==> src/rtl/wb_commit_unit.sv <==
// wb_commit_unit -- writeback / commit stage.
//
// Holds the MEM/WB pipeline register behind a valid/ready handshake, waits
// for late load data from a multi-cycle data memory, and drives the
// register-file write port. Also exports bypass and pending-load hazard
// information to decode, plus a sticky halt flag.
//
// Ports:
//   CLK, RST            clock (rising edge), asynchronous active-low reset
//   in_valid/in_ready   upstream handshake
//   PC_in, WBSel_in, ALUOutput_in, Immediate_in, Rdst_in, halt_in
//                       instruction fields latched on accept
//   load_valid/load_data late load result (sampled only in WAIT_MEM)
//   Rw_out, Di_out, rf_we   register-file write port
//   fwd_valid           Rw_out/Di_out usable for bypass
//   pending/pending_rd  load in flight and its destination
//   halted              sticky halt flag
//   retire_count        commit-cycle counter (only with WB_RETIRE_CNT_EN)
//
// Optional feature macro: WB_RETIRE_CNT_EN adds the 64-bit retire_count output.
module wb_commit_unit #(
    parameter int XLEN       = 32,
    parameter int REG_ADDR_W = 5,
    parameter int PC_INC     = 4
) (
    input  logic                  CLK,
    input  logic                  RST,
    input  logic                  in_valid,
    output logic                  in_ready,
    input  logic [XLEN-1:0]       PC_in,
    input  logic [1:0]            WBSel_in,
    input  logic [XLEN-1:0]       ALUOutput_in,
    input  logic [XLEN-1:0]       Immediate_in,
    input  logic [REG_ADDR_W-1:0] Rdst_in,
    input  logic                  halt_in,
    input  logic                  load_valid,
    input  logic [XLEN-1:0]       load_data,
    output logic [REG_ADDR_W-1:0] Rw_out,
    output logic [XLEN-1:0]       Di_out,
    output logic                  rf_we,
    output logic                  fwd_valid,
    output logic                  pending,
    output logic [REG_ADDR_W-1:0] pending_rd,
`ifdef WB_RETIRE_CNT_EN
    output logic [63:0]           retire_count,
`endif
    output logic                  halted
);

    localparam logic [1:0] WB_ALU = 2'b00;
    localparam logic [1:0] WB_PC4 = 2'b01;
    localparam logic [1:0] WB_MEM = 2'b10;
    localparam logic [1:0] WB_IMM = 2'b11;

    typedef enum logic [1:0] {IDLE, WAIT_MEM, COMMIT, HALTED} state_t;

    state_t                  state_q, state_d;
    logic [XLEN-1:0]         pc_q, alu_q, imm_q, ld_q;
    logic [1:0]              wbsel_q;
    logic [REG_ADDR_W-1:0]   rd_q;
    logic                    halt_q;
    logic                    accept;
    logic                    ld_take;

    assign in_ready = (state_q == IDLE) || (state_q == COMMIT);
    assign accept   = in_valid && in_ready;
    assign ld_take  = (state_q == WAIT_MEM) && load_valid;

    always_ff @(posedge CLK or negedge RST) begin
        if (!RST) state_q <= IDLE;
        else      state_q <= state_d;
    end

    always_comb begin
        state_d = state_q;
        case (state_q)
            IDLE, COMMIT: begin
                // COMMIT falls back to IDLE unless a new instruction arrives
                // in the same cycle, giving one instruction per cycle.
                if (accept) begin
                    if (halt_in)                 state_d = HALTED;
                    else if (WBSel_in == WB_MEM) state_d = WAIT_MEM;
                    else                         state_d = COMMIT;
                end else if (state_q == COMMIT) begin
                    state_d = IDLE;
                end
            end
            WAIT_MEM: if (load_valid) state_d = COMMIT;
            HALTED:   state_d = HALTED;
            default:  state_d = IDLE;
        endcase
    end

    always_ff @(posedge CLK or negedge RST) begin
        if (!RST) begin
            pc_q    <= '0;
            alu_q   <= '0;
            imm_q   <= '0;
            ld_q    <= '0;
            wbsel_q <= '0;
            rd_q    <= '0;
            halt_q  <= 1'b0;
        end else begin
            if (accept) begin
                pc_q    <= PC_in;
                alu_q   <= ALUOutput_in;
                imm_q   <= Immediate_in;
                wbsel_q <= WBSel_in;
                rd_q    <= Rdst_in;
                halt_q  <= halt_in;
            end
            if (ld_take) ld_q <= load_data;
        end
    end

    always_comb begin
        Di_out = alu_q;
        case (wbsel_q)
            WB_ALU:  Di_out = alu_q;
            WB_PC4:  Di_out = pc_q + XLEN'(PC_INC);
            WB_MEM:  Di_out = ld_q;
            WB_IMM:  Di_out = imm_q;
            default: Di_out = alu_q;
        endcase
    end

    // A held halt never names a destination, so it can never write.
    assign Rw_out     = halt_q ? '0 : rd_q;
    assign rf_we      = (state_q == COMMIT) && (Rw_out != '0);
    assign fwd_valid  = rf_we;
    assign pending    = (state_q == WAIT_MEM) && (rd_q != '0);
    assign pending_rd = (state_q == WAIT_MEM) ? rd_q : '0;
    assign halted     = (state_q == HALTED);

`ifdef WB_RETIRE_CNT_EN
    logic [63:0] retire_q;

    // Counts every commit cycle, x0 writes included; halts never reach COMMIT.
    always_ff @(posedge CLK or negedge RST) begin
        if (!RST)                    retire_q <= '0;
        else if (state_q == COMMIT)  retire_q <= retire_q + 64'd1;
    end

    assign retire_count = retire_q;
`endif

endmodule

==> config.mk <==
export PLATFORM = sky130hd
export DESIGN_NAME = wb_commit_unit
export DESIGN_NICKNAME = d
export VERILOG_FILES = /design/src/rtl/wb_commit_unit.sv
export SDC_FILE = /design/constraint.sdc
export NUM_CORES = 1
export LEC_CHECK = 0
export ABC_AREA = 0
export ABC_CLOCK_PERIOD_IN_PS = 2400
export BUFFER_PORTS_ARGS = -buffer_cell sky130_fd_sc_hd__buf_4
export CAP_MARGIN = 10
export CORE_MARGIN = 5
export CORE_UTILIZATION = 50
export CTS_CLUSTER_DIAMETER = 30
export CTS_CLUSTER_SIZE = 8
export DETAILED_ROUTE_END_ITERATION = 8
export PLACE_DENSITY = 0.86
export RECOVER_POWER = 100
export SLEW_MARGIN = 20
export SYNTH_ARGS = -nofsm -noshare
export SYNTH_HDL_FRONTEND = slang
export SYNTH_SLANG_ARGS = --single-unit
==> constraint.sdc <==
create_clock -name CLK -period 2.4 [get_ports CLK]
set_clock_uncertainty 0.1 [all_clocks]
set_input_delay 0.24 -clock CLK [delete_from_list [all_inputs] [get_ports CLK]]
set_output_delay 0.24 -clock CLK [all_outputs]
set_load 0.05 [all_outputs]
==> results.yml <==
run_status:
  outcome: "finished, violations left"
  violations: "setup timing"
logic_synthesis:
  synthArstFlopShare_pct: 100
  synth_edf_count: 0
  ys_warn_count: 0
  ys_types: 34
  syn_inst: 465
  synth_seq_cells: 138
  synth_top_family_by_area: "multiplexers"
  synth-compound-area-share_pct: 2.23
  syn_area_um2: 6630
  ys_seq_area_share_pct: 52.1
  yosys.area_share.xor_xnor_pct: 3.57
  muxShareOfSynthArea_pct: 32.1
  synth_fa_ha_area_share_pct: 0.189
  synth_ff_type: "dfrtp_1"
  synth_nets: 606
  yosys.area_share.simple_pct: 7.29
  synth.avg_cell_area_um2: 14.2
detailed_routing:
  ant_nets: 0
  post-route-drc-count: 0
  drt_first_pass_iters: 7
  wire_per_inst_um: 27.7
  drtIter0Drc: 666
  viasPerCell: 6.04
  routed_wl_mm: 28.5
  vias: 6208
critical_path:
  cp-start-kind: "flip-flop"
  max_stage_delay_ns: 0.48
  worstPathArrival_ns: 2.54
  reg2reg_depth: 3
  end_kind: "output pin"
  worst-path-stages: 8
  crit_chain: "ha_4 -> nand2_4 -> nor3_4 -> buf_12 -> nand4_1 -> xnor2_1 -> mux4_2 -> buf_6"
  worstPathBufferInverterCount: 2
  path_delay_family: "multiplexers"
  crit_slowest_cell: "mux4_2"
  critical_path_class: "flip-flop to output pin"
  path_max_fanout: 7
  required_ns: 2.06
final_layout:
  drive_gt1_share_pct: 55.3
  fin_nets: 975
  n_fill_cell: 562
  area_growth_pct: 64.9
place:
  numPortBuffers: 186
  pre_cts_ws_ns: -0.00705
  gp_congestion: 0.833
  dpl.hpwl_mm: 12.0
floorplanning:
  die-area_um2: 15700
  die_height_um: 125
  coreArea_um2: 13100
  num_rows: 42
  fp.dieW_um: 125
  ioPinCount: 187
  start_util_pct: 50.4
run:
  drv_cap: 0
timing:
  rsz0062_at_grt: "true"
  hold_viol_final: 0
  fmax_mhz: 347
  setup_tns_ns: -8.37
  final_max_slew_viol_count: 0
  setup_violations: 27
  max_slew_margin_pct: 14.5
  fin_crit_ns: 2.88
  tightest_slew_ns: 1.28
  finalCritPeriodShare_pct: 120
  setup_ws_ns: -0.478
min_path:
  hold_path.class: "input port to flip-flop"
  whs_path_depth: 3
global_route:
  gr-usage-met1_pct: 35.5
  gr-usage-all-layers_pct: 32.3
  grt_overflow: 0
  use_met3_pct: 8.70
  grt_max_degree: 139
  antenna_found_initial: 0
  grt_pass1_wl_mm: 38.8
  grt_pass1_vias: 6691
  grtUsageMet2_pct: 56.6
  grt-busiest-layer: "met2"
clock_tree:
  clk_pin_slew_ns: 0.07
  cts_buffer_depth: 2
  root_buffer: "clkbuf_16"
  cts_buffers: 17
  htree_levels: 4
  cts_tree: "built"
  clock_latency_ns: 0.43
  cts_num_sinks: 138
power:
  leakage_nw: 4.80
  p_per_area_nw_per_um2: 1550
  peakVddDrop_mv: 1.30
per-stage QoR:
stage | hold WS, ns | area, µm² | power, W | utilization, % | cells
after floorplan | -0.156 | 6630 | 0.00989 | - | 465
final | 0.0151 | 10900 | 0.0170 | 83.2 | 1027
after global placement | 0.296 | 8320 | 0.0119 | 63.3 | 823
after detailed placement | 0.316 | 8320 | 0.0121 | 63.3 | 823
after global routing | 0.0265 | 10900 | 0.0174 | 83.1 | 1023
after CTS | 0.00238 | 10700 | 0.0157 | 81.5 | 1018
worst reg2reg max path: stages (launching register included):
cell and delay (ns):
dfrtp_1 0.47, nor2b_4 0.14, clkbuf_2 0.90, mux2_1 0.49
cell families (layout without fill, tap and decap cells):
kind of cell	Yosys count	in the layout
fa+ha+maj	1	1
simple gates	84	84
mux	163	163
flops	138	138
other cells	0	4
buf+inv	28	410
compound gates	24	24
xor+xnor	27	27
Yosys cell counts (2+ instances only):
library cell / number / area, µm²
inv_1: 3 / 11.3
nand2b_1: 4 / 25.0
mux4_2: 26 / 586
nand2_1: 18 / 67.6
buf_2: 15 / 75.1
and3_1: 3 / 18.8
o21bai_1: 5 / 37.5
nor2b_1: 8 / 50.1
xnor2_1: 13 / 114
nand3_1: 16 / 80.1
and2_1: 7 / 43.8
nor2_1: 9 / 33.8
nand4_1: 6 / 37.5
o21ai_0: 11 / 55.1
mux2_2: 136 / 1530
a21oi_1: 2 / 10.0
nor3_4: 2 / 32.5
a22oi_1: 6 / 45.0
clkbuf_1: 5 / 18.8
xor2_1: 14 / 123
dfrtp_1: 138 / 3450
nor3_1: 4 / 20.0
clkbuf_8: 3 / 41.3
area by class of cell:
| cell class | instances | area (µm²) | area share [%] |
|---|---|---|---|
| well taps | 176 | 220 | 2.02 |
| clock inverters | 11 | 120 | 1.10 |
| repair buffers | 375 | 3300 | 30.2 |
| clock buffers | 21 | 470 | 4.31 |
| diodes | 4 | 10.0 | 0.0916 |
| flip-flops and latches | 138 | 3470 | 31.7 |
| multi-input cells | 299 | 3330 | 30.4 |
| inverters | 3 | 11.3 | 0.103 |
routing by layer:
metal | up-vias | wire (µm) | share of wire (%)
met1 | 3060 | 9590 | 34
met4 | 0 | 1820 | 6.4
met2 | 547 | 14400 | 51
li1 | 2445 | - | -
met3 | 156 | 2640 | 9.3
met5 | - | 0 | 0
report_power, final:
group          total, W  switching [W]  internal [W]
clock           0.00271        0.00110       0.00161
sequential      0.00467        0.00113       0.00355
combinational   0.00958        0.00542       0.00417
total            0.0170        0.00764       0.00932
state kept, by name (all words and copies together) (netlist names):
| signal | cells |
|---|---|
| alu_q | 32 |
| halt_q | 1 |
| imm_q | 32 |
| ld_q | 32 |
| pc_q | 32 |
| rd_q | 5 |
| state_q | 2 |
| wbsel_q | 2 |
cells in the final DEF (no fill, tap or decap), drive strengths merged, types with 5 or more instances in the layout:
cell type and count:
buf 221, dlygate4sd3 138, dfrtp 138, mux2 136
clkbuf 37, mux4 26, nand2 18, nand3 16
xor2 14, xnor2 13, o21ai 11, nor2 9
nor2b 8, nand4 8, and2 7, a22oi 6
nor3 6, clkinv 6, o21bai 5
repair_timing:
| item | CTS | global route |
|---|---|---|
| setup buffers | 25 | 9 |
| setup endpoints to repair | 24 | 27 |
| hold buffers | 138 | 0 |
| pin swaps | 11 | 14 |
| hold endpoints to repair | 276 | 0 |
| resized for setup | 53 | 52 |
worst paths after layout:
path / slack [ns] / start / end
worst max-delay path: -0.48 / pc_q[2]$_DFFE_PN0P_ / Di_out[26]
worst min-delay path: 0.02 / in_valid / state_q[1]$_DFFE_PN0P_
worst max register to register: 0.16 / state_q[0]$_DFFE_PN0P_ / alu_q[20]$_DFFE_PN0P_
worst min register to register: 0.40 / ld_q[29]$_DFFE_PN0P_ / ld_q[29]$_DFFE_PN0P_
max in group asynchronous: 0.60 / RST / pc_q[7]$_DFFE_PN0P_
min in group asynchronous: 0.65 / RST / imm_q[22]$_DFFE_PN0P_
(Power assumes the default switching activity.)
